**src/rtl/mem_io_subsystem_pkg.sv**
```systemverilog
// Shared constants for the memory/I-O subsystem: I/O window offsets and loader states.
package mem_io_subsystem_pkg;

  localparam logic [1:0] IO_OUT_OFS    = 2'd0;
  localparam logic [1:0] IO_IN_OFS     = 2'd1;
  localparam logic [1:0] IO_CYCLES_OFS = 2'd2;
  localparam logic [1:0] IO_ZERO_OFS   = 2'd3;

  // Loader state encoding; RUN is terminal until reset.
  localparam logic [0:0] LOAD = 1'b0;
  localparam logic [0:0] RUN  = 1'b1;

endpackage

```
**src/rtl/mem_io_subsystem_ram.sv**
```systemverilog
// Single write port, single registered read port RAM; a same-edge read returns the old word.
module mem_io_subsystem_ram #(
  parameter int ADDR_BITS = 8,
  parameter int DATA_BITS = 8
) (
  input  logic                 clk,
  input  logic                 reset,
  input  logic                 we,
  input  logic [ADDR_BITS-1:0] waddr,
  input  logic [DATA_BITS-1:0] wdata,
  input  logic                 re,
  input  logic [ADDR_BITS-1:0] raddr,
  output logic [DATA_BITS-1:0] rdata
);

  logic [DATA_BITS-1:0] mem [2**ADDR_BITS];

  // Storage is deliberately left unreset so an image survives a reset pulse.
  always_ff @(posedge clk) begin
    if (we) begin
      mem[waddr] <= wdata;
    end
  end

  always_ff @(posedge clk or posedge reset) begin
    if (reset) begin
      rdata <= '0;
    end else if (re) begin
      rdata <= mem[raddr];
    end
  end

endmodule

```
**src/rtl/mem_io_subsystem.sv**
```systemverilog
// CPU-facing RAM with a 4-location I/O window at IO_BASE and a boot loader that
// fills RAM from a valid/ready byte stream while holding the CPU in reset.
module mem_io_subsystem
  import mem_io_subsystem_pkg::*;
#(
  parameter int                   ADDR_BITS = 8,
  parameter int                   DATA_BITS = 8,
  parameter logic [ADDR_BITS-1:0] IO_BASE   = 8'hFC
) (
  input  logic                 clk,
  input  logic                 reset,
  input  logic                 rd_en,
  input  logic [ADDR_BITS-1:0] rd_addr,
  output logic [DATA_BITS-1:0] rd_data,
  input  logic                 wr_en,
  input  logic [ADDR_BITS-1:0] wr_addr,
  input  logic [DATA_BITS-1:0] wr_data,
  input  logic                 load_valid,
  input  logic [DATA_BITS-1:0] load_data,
  input  logic                 load_last,
  output logic                 load_ready,
  output logic                 cpu_hold,
  input  logic [DATA_BITS-1:0] io_in,
  output logic [DATA_BITS-1:0] io_out,
  output logic                 io_out_strobe
);

  // Loader handshake: a byte transfers on any rising edge where load_valid and
  // load_ready are both 1 while in LOAD; load_ready is registered and never
  // depends combinationally on load_valid.

  localparam logic [ADDR_BITS-1:0] LAST_LOAD_PTR = IO_BASE - ADDR_BITS'(1);

  logic [0:0]           state;
  logic [ADDR_BITS-1:0] load_ptr;
  logic                 in_run;
  logic                 load_accept;
  logic                 load_done;
  logic                 cpu_rd;
  logic                 cpu_wr;
  logic                 rd_is_io;
  logic                 wr_is_io;
  logic [1:0]           rd_ofs;
  logic [1:0]           wr_ofs;
  logic                 io_out_we;

  logic                 ram_we;
  logic [ADDR_BITS-1:0] ram_waddr;
  logic [DATA_BITS-1:0] ram_wdata;
  logic                 ram_re;
  logic [DATA_BITS-1:0] ram_rdata;

  logic [DATA_BITS-1:0] io_in_meta;
  logic [DATA_BITS-1:0] io_in_sync;
  logic [DATA_BITS-1:0] cycle_cnt;
  logic [DATA_BITS-1:0] io_rd_next;
  logic [DATA_BITS-1:0] io_rd_q;
  logic                 rd_from_ram;

  assign in_run      = (state == RUN);
  assign load_accept = !in_run && load_valid && load_ready;
  assign load_done   = load_accept && (load_last || (load_ptr == LAST_LOAD_PTR));

  assign cpu_rd   = in_run && rd_en;
  assign cpu_wr   = in_run && wr_en;
  assign rd_is_io = (rd_addr >= IO_BASE);
  assign wr_is_io = (wr_addr >= IO_BASE);
  // IO_BASE is 4-aligned, so the low two address bits select the register.
  assign rd_ofs    = rd_addr[1:0];
  assign wr_ofs    = wr_addr[1:0];
  assign io_out_we = cpu_wr && wr_is_io && (wr_ofs == IO_OUT_OFS);

  always_comb begin
    ram_we    = load_accept;
    ram_waddr = load_ptr;
    ram_wdata = load_data;
    if (in_run) begin
      ram_we    = cpu_wr && !wr_is_io;
      ram_waddr = wr_addr;
      ram_wdata = wr_data;
    end
  end

  assign ram_re = cpu_rd && !rd_is_io;

  mem_io_subsystem_ram #(
    .ADDR_BITS(ADDR_BITS),
    .DATA_BITS(DATA_BITS)
  ) u_ram (
    .clk  (clk),
    .reset(reset),
    .we   (ram_we),
    .waddr(ram_waddr),
    .wdata(ram_wdata),
    .re   (ram_re),
    .raddr(rd_addr),
    .rdata(ram_rdata)
  );

  always_ff @(posedge clk or posedge reset) begin
    if (reset) begin
      state      <= LOAD;
      load_ready <= 1'b0;
      cpu_hold   <= 1'b1;
      load_ptr   <= '0;
    end else if (!in_run) begin
      if (load_accept) begin
        load_ptr <= load_ptr + ADDR_BITS'(1);
      end
      if (load_done) begin
        state      <= RUN;
        load_ready <= 1'b0;
        cpu_hold   <= 1'b0;
      end else begin
        load_ready <= 1'b1;
      end
    end
  end

  always_ff @(posedge clk or posedge reset) begin
    if (reset) begin
      io_in_meta <= '0;
      io_in_sync <= '0;
    end else begin
      io_in_meta <= io_in;
      io_in_sync <= io_in_meta;
    end
  end

  always_ff @(posedge clk or posedge reset) begin
    if (reset) begin
      cycle_cnt <= '0;
    end else if (in_run) begin
      cycle_cnt <= cycle_cnt + DATA_BITS'(1);
    end
  end

  always_ff @(posedge clk or posedge reset) begin
    if (reset) begin
      io_out        <= '0;
      io_out_strobe <= 1'b0;
    end else begin
      io_out_strobe <= io_out_we;
      if (io_out_we) begin
        io_out <= wr_data;
      end
    end
  end

  always_comb begin
    io_rd_next = '0;
    case (rd_ofs)
      IO_OUT_OFS:    io_rd_next = io_out;
      IO_IN_OFS:     io_rd_next = io_in_sync;
      IO_CYCLES_OFS: io_rd_next = cycle_cnt;
      default:       io_rd_next = '0;
    endcase
  end

  // I/O reads are captured at the same edge as the RAM read, so both sources
  // share the one-cycle latency and hold together when rd_en is low.
  always_ff @(posedge clk or posedge reset) begin
    if (reset) begin
      rd_from_ram <= 1'b0;
      io_rd_q     <= '0;
    end else if (cpu_rd) begin
      rd_from_ram <= !rd_is_io;
      io_rd_q     <= io_rd_next;
    end
  end

  assign rd_data = rd_from_ram ? ram_rdata : io_rd_q;

endmodule
```
**config.mk**
```make
export PLATFORM = sky130hd
export DESIGN_NAME = mem_io_subsystem
export DESIGN_NICKNAME = d
export VERILOG_FILES = /design/src/rtl/mem_io_subsystem_pkg.sv /design/src/rtl/mem_io_subsystem_ram.sv /design/src/rtl/mem_io_subsystem.sv
export SDC_FILE = /design/constraint.sdc
export NUM_CORES = 2
export LEC_CHECK = 0
export ABC_CLOCK_PERIOD_IN_PS = 3600
export CAP_MARGIN = 25
export CELL_PAD_IN_SITES_DETAIL_PLACEMENT = 0
export CELL_PAD_IN_SITES_GLOBAL_PLACEMENT = 2
export CORE_AREA = 2 2 432 434
export DETAILED_ROUTE_END_ITERATION = 16
export DIE_AREA = 0 0 434 436
export GPL_TIMING_DRIVEN = 0
export PLACE_DENSITY_LB_ADDON = 0.05
export SLEW_MARGIN = 0
export SYNTH_ARGS = -nofsm -noshare
export SYNTH_HDL_FRONTEND = slang
export SYNTH_SLANG_ARGS = --single-unit
```
**constraint.sdc**
```tcl
create_clock -name clk -period 3.6 [get_ports clk]
set_input_delay 0.72 -clock clk [delete_from_list [all_inputs] [get_ports clk]]
set_output_delay 0.72 -clock clk [all_outputs]
set_load 0.02 [all_outputs]
```
# == Word-level counts from Yosys, hierarchy flattened ==
# Memory sizes are Yosys's and may differ from the RTL's. A register that Yosys moved wholly into a read port is not among the register bits.
# Index checks and enable logic that the tools add are counted.
# totals
input_bits,46
output_inout_bits,19
elab_cells,47
ramBits,2048
mem_count,1
ff_bits,53
# memory_table
memory,words,width,read_ports,rd_ports_with_merged_regs,write_ports,line_no,rtl
u_ram.mem,256,8,1,1,1,mem_io_subsystem_ram.sv:16,logic [DATA_BITS-1:0] mem [2**ADDR_BITS];
# op_classes
muxes,10
eq_ne,3
addsub,2
reduce_logical,17
magnitude_cmp,2
bitwise,1
# op_table
operator,count
2-to-1 mux 8 bit,3
one-hot mux 8 bit (3 select lines),1
"adder 8 x 1 -> 8 bit, second input constant",2
"greater-or-equal comparator 8 bit, second input constant",2
logical AND 1 bit,9
"== test 8 bit, second input constant",1
2-to-1 mux 1 bit,6
logical NOT 2 bit,2
AND reduction 2 bit,2
logical NOT 1 bit,3
"== test 2 x 1 -> 1 bit, second input constant",1
"== test 2 bit, second input constant",1
logical OR 1 bit,1
inverter 1 bit,1

# == Longest topological paths before layout ==
# logic_depth
ltp_word,6
ltp_mapped,13
depth_no_buf,7

# == Cells and area by module ==
# From an unflattened synthesis, not the netlist that was laid out.
# unflattened
hier_cells,4125
hier_area_um2,82595.5
# by_module_without_submodules
mod,cells_each,seq_area_each_um2,area_per_inst_um2,n_inst
mem_io_subsystem_ram,3933,61699.2,80209.4,1
mem_io_subsystem,192,1327.5,2386.0,1

# == Least setup slack after synthesis ==
# OpenSTA, ideal clock, no wires.
# synth_timing
path_type,register to register
start,register state (netlist: in_run)
end,memory u_ram.mem[0][3] (data pin)
setup_slack_ns,-0.175
n_path_buf,3
arrival_ns,3.220
setup_ns,0.556
stages_incl_launch_ff,5
path_cell_list,dfrtp_1 > clkbuf_1 > clkbuf_1 > buf_1 > mux2_2
# synth_between
elab_chain_len,1
# synth_rtl
item,line_no,rtl
"start, declared",mem_io_subsystem.sv:34,logic [0:0] state;
"start signal, assigned",mem_io_subsystem.sv:102,state <= LOAD;
"start signal, assigned",mem_io_subsystem.sv:111,state <= RUN;
2-to-1 mux 8 bit,mem_io_subsystem.sv:77,if (in_run) begin
net ram_wdata[3],mem_io_subsystem.sv:49,logic [DATA_BITS-1:0] ram_wdata;
"end, declared",mem_io_subsystem_ram.sv:16,
# The timed path passes the listed nets, and every way through them passes these cells.

# == Final worst setup path ==
# layout_timing
start,register state (netlist: in_run)
end,memory u_ram.mem[129][5] (enable)
# layout_between
elab_chain_len,6
elab_cells_between_ends,9
# layout_rtl
item,line_no,rtl
logical NOT 1 bit,n/a,
logical AND 1 bit (2 in a row),mem_io_subsystem.sv:61,assign load_accept = !in_run && load_valid && load_ready;
2-to-1 mux 1 bit,mem_io_subsystem.sv:77,
2-to-1 mux 1 bit,mem_io_subsystem_ram.sv:20,if (we) begin
2-to-1 mux 1 bit (implied by the code),mem_io_subsystem_ram.sv:21,mem[waddr] <= wdata;
# Several ways; a longest one is shown, not always the timed one.

==> impl_metrics.csv <==
group,metric,value,unit
status,status,"complete, but fails checks",
status,violations,"negative setup slack",
sta,maxSlewHeadroom,12.74,%
setup_path,cp_slowest_cell,"o32ai_2",
setup_path,arrival,4460,ps
setup_path,end_kind,"register",
sta,finalMaxSlewViolations,0,
sta,finalWorstSetupSlack,-274.6,ps
cts,cts_sinks,2107,
sta,whs,108.3,ps
power,powerDensity,587.7,mW/mm^2
placement,dp.cells,6800,
logic_synthesis,syn_nets,4197,
cts,clkTransAtPathRegs,60,ps
power,ir_worst_vdd,0.5524,mV
setup_path,cp_max_fo,10,
sta,final.period_utilization,107.6,%
sta,max_slew.worst_pin.slew,1309,ps
floorplanning,initial_core_util,44.84,%
power,internal-power,42.16,mW
cts,cts_hold_buffers,0,
cells_and_area,multi_input_area,0.01967,mm^2
logic_synthesis,synth_area_leaders,"edfxtp_1 (74%), mux4_2 (11%), mux2i_1 (2.8%)",
power,cellLeakagePower,31.00,nW
power,p_sw,15.25,mW
flow_run,drv_cap,0,
logic_synthesis,synth.cell_area,0.08278,mm^2
cts,cts_root_buffer,"clkbuf_16",
grt,antenna_found_initial,43,
detailed_routing,wl,372600,um
grt,grt_util_all_layers,39.42,%
cells_and_area,final_nets,4605,
placement,place_congestion,0.9922,
logic_synthesis,ys.flop_type,"edfxtp_1",
worst_hold_path,hp-class,"in -> async",
logic_synthesis,synth_seq_area_share,76.06,%
setup_path,crit_chain,"clkbuf_2, o32ai_2, nand3_2, clkbuf_4, nor2_1, buf_6",
cts,cts_tree,"done",
setup_path,path_delay_family,"buffers and inverters",
setup_path,max_stage_delay,830,ps
setup_path,worstSetupPathType,"reg -> reg",
sta,fmax,258.1,MHz
logic_synthesis,ys_async_sr_fraction,2.895,%
sta,hold_violations,0,
floorplanning,die_y,436,um
logic_synthesis,synth_edf_count,2046,
detailed_routing,avgViaCountPerCell,6.863,
power,netSwitchingFraction,26.56,%
detailed_routing,dr.pass1.iters,8,
logic_synthesis,ys_types,83,
grt,grt_pass1_wl,472600,um
floorplanning,ioPinCount,65,
floorplanning,row_count,158,
grt,grt_start_max_net_pins,137,
power,p_comb_share,12.0,%
sta,finClkSkew,39.53,ps
cells_and_area,stdcell_count,7240,
detailed_routing,drc,0,
cts,htreeDepth,4,
setup_path,crit_path_start_kind,"register",
floorplanning,die_area,0.1892,mm^2
logic_synthesis,yosys_register_bits,2107,
logic_synthesis,syn_area_per_cell,19.95,um^2
setup_path,path_buf_inv,3,
grt,overflow,0,
logic_synthesis,synth_top_area_share,74.22,%
setup_path,required,4190,ps
cts,cts_buffers,219,
power,p_clk_share,38.3,%
placement,hpwl,246500,um
cells_and_area,seqCellArea,0.06297,mm^2
cells_and_area,fin_util,52.90,%
detailed_routing,drtIter0Drc,9564,
power,power_frac_seq,49.7,%
logic_synthesis,ys_warn_count,0,
sta,grt_setup_unrepaired,"yes",
placement,io_buffers,62,
grt,grt_pass1_vias,45650,
cells_and_area,fillers,14820,
cells_and_area,layout-drive-gt1-share,28.41,%
detailed_routing,routedWlPerCell,51.47,um
logic_synthesis,synth_top_area_cell,"edfxtp_1",
sta,fin_tns_setup,-28030,ps
detailed_routing,vias,49690,
cells_and_area,syn_to_final_growth,17.99,%
logic_synthesis,syn_inst,4149,
sta,fin_crit,3875,ps
floorplanning,core-area,0.1846,mm^2
sta,setup_violations,357,
cts,clockBufferDepth,3,
detailed_routing,antenna_left,0,
floorplanning,die_x,434,um
cts,clk_latency,890,ps
[stage by stage]
step	worst slack, ps	power, mW	cell area, um^2
floorplan	-175.2	31.64	82780
detailed placement	-2732	35.33	88620
global placement	-4338	35.22	86510
global route	-212.7	58.26	97620
CTS	-219.8	57.00	96970
finish	-274.6	57.41	97680
[cells by family after synthesis]
kind of cell    after synthesis  synth area share [%]
compound gates              433                 3.677
simple gates                651                 3.402
mux                         679                 14.45
fa+ha+maj                     2               0.03022
buf+inv                     263                 2.228
flops                      2107                 76.06
xor+xnor                     14                0.1481
[sequential cells by signal, summed over array words and instances (netlist names)]
name / count
u_ram.mem: 2046
cycle_cnt: 8
io_in_meta: 8
io_in_sync: 8
io_out: 8
io_rd_q: 8
load_ptr: 8
u_ram.rdata: 8
cpu_hold: 1
in_run: 1
io_out_strobe: 1
load_ready: 1
rd_from_ram: 1
[per-layer routing]
layer  share of wire, %  wire length, um  up-vias  GRT usage [%]
li1                   -                -    17990              -
met3                 13            49430      868          13.33
met4                7.2            27010       15          24.05
met5              0.032              119        -              0
met2                 43           161000     3981          56.24
met1                 36           135100    26830          52.20
[cells in the mapped netlist (6+ instances only)]
cell / n
a2111oi_0: 6
a211oi_1: 13
a21oi_1: 57
a221oi_1: 34
a22o_1: 12
a22oi_1: 54
a31oi_1: 21
a32oi_1: 9
and2_1: 12
buf_1: 8
buf_12: 12
buf_2: 57
buf_4: 19
buf_6: 39
buf_8: 18
clkbuf_1: 91
dfrtp_1: 60
edfxtp_1: 2046
inv_1: 15
mux2_2: 39
mux2i_1: 235
mux4_1: 14
mux4_2: 391
nand2_1: 149
nand2b_1: 10
nand3_1: 44
nand4_1: 15
nor2_1: 347
nor2b_1: 10
nor3_1: 14
nor4_1: 11
o211ai_1: 10
o21ai_0: 58
o21ai_1: 13
o221ai_1: 20
o22a_1: 6
o22ai_1: 60
o32ai_1: 11
or3_1: 10
xnor2_1: 11
[layout by cell type, fill, tap and decap left out, types with 20 or more instances in the layout]
cell,count
nor2_2,91
nand2_1,136
clkbuf_8,22
clkdlybuf4s50_1,59
mux2_2,31
clkbuf_16,226
nor2_1,154
clkbuf_2,25
clkbuf_1,92
o22ai_1,57
mux4_2,391
o221ai_1,20
clkinv_1,48
a21oi_1,54
a221oi_1,30
buf_4,56
o21ai_0,54
edfxtp_1,2046
diode_2,26
buf_16,29
buf_6,86
nor2_4,102
dfrtp_1,59
a22oi_1,51
buf_12,36
clkinv_2,37
nand3_1,34
mux2i_1,234
buf_8,53
[worst paths after layout]
kind	endpoint	cells past startpoint	slack [ps]	start
min in group clk	io_in_meta[3]	1	280	io_in[3]
worst max register to register	u_ram.mem[129][5]	6	-270	in_run
worst max-delay path	u_ram.mem[129][5]	6	-270	in_run
worst min-delay path	io_in_sync[6]	2	110	reset
max in group asynchronous	cpu_hold	3	2850	reset
worst min register to register	io_in_sync[3]	0	350	io_in_meta[3]
[area by class of cell]
cell class | count | area share (%)
Buffer | 243 | 2.482
Clock buffer | 290 | 6.087
Tap cell | 2480 | 3.177
Sequential cell | 2107 | 64.47
Inverter | 16 | 0.08454
Timing Repair Buffer | 190 | 2.673
Multi-Input combinational cell | 1780 | 20.14
Antenna cell | 26 | 0.06661
Clock inverter | 108 | 0.8288
[power by group through the flow]
stage          clock [mW]  combinational [mW]  sequential, mW
2_1_floorplan           0                2.62            29.0
3_3_place_gp            0                5.81            29.4
3_5_place_dp            0                6.31            29.0
4_1_cts              21.9                6.55            28.5
5_1_grt              22.9                6.86            28.5
6_report             22.0                6.88            28.5
[timing repair]
action,in CTS,in global routing
pin swaps,4,1
setup endpoints to repair,3313,879
resized for setup,451,144
gates cloned,0,1
buffers inserted,6,8
(Power assumes the default switching activity.)
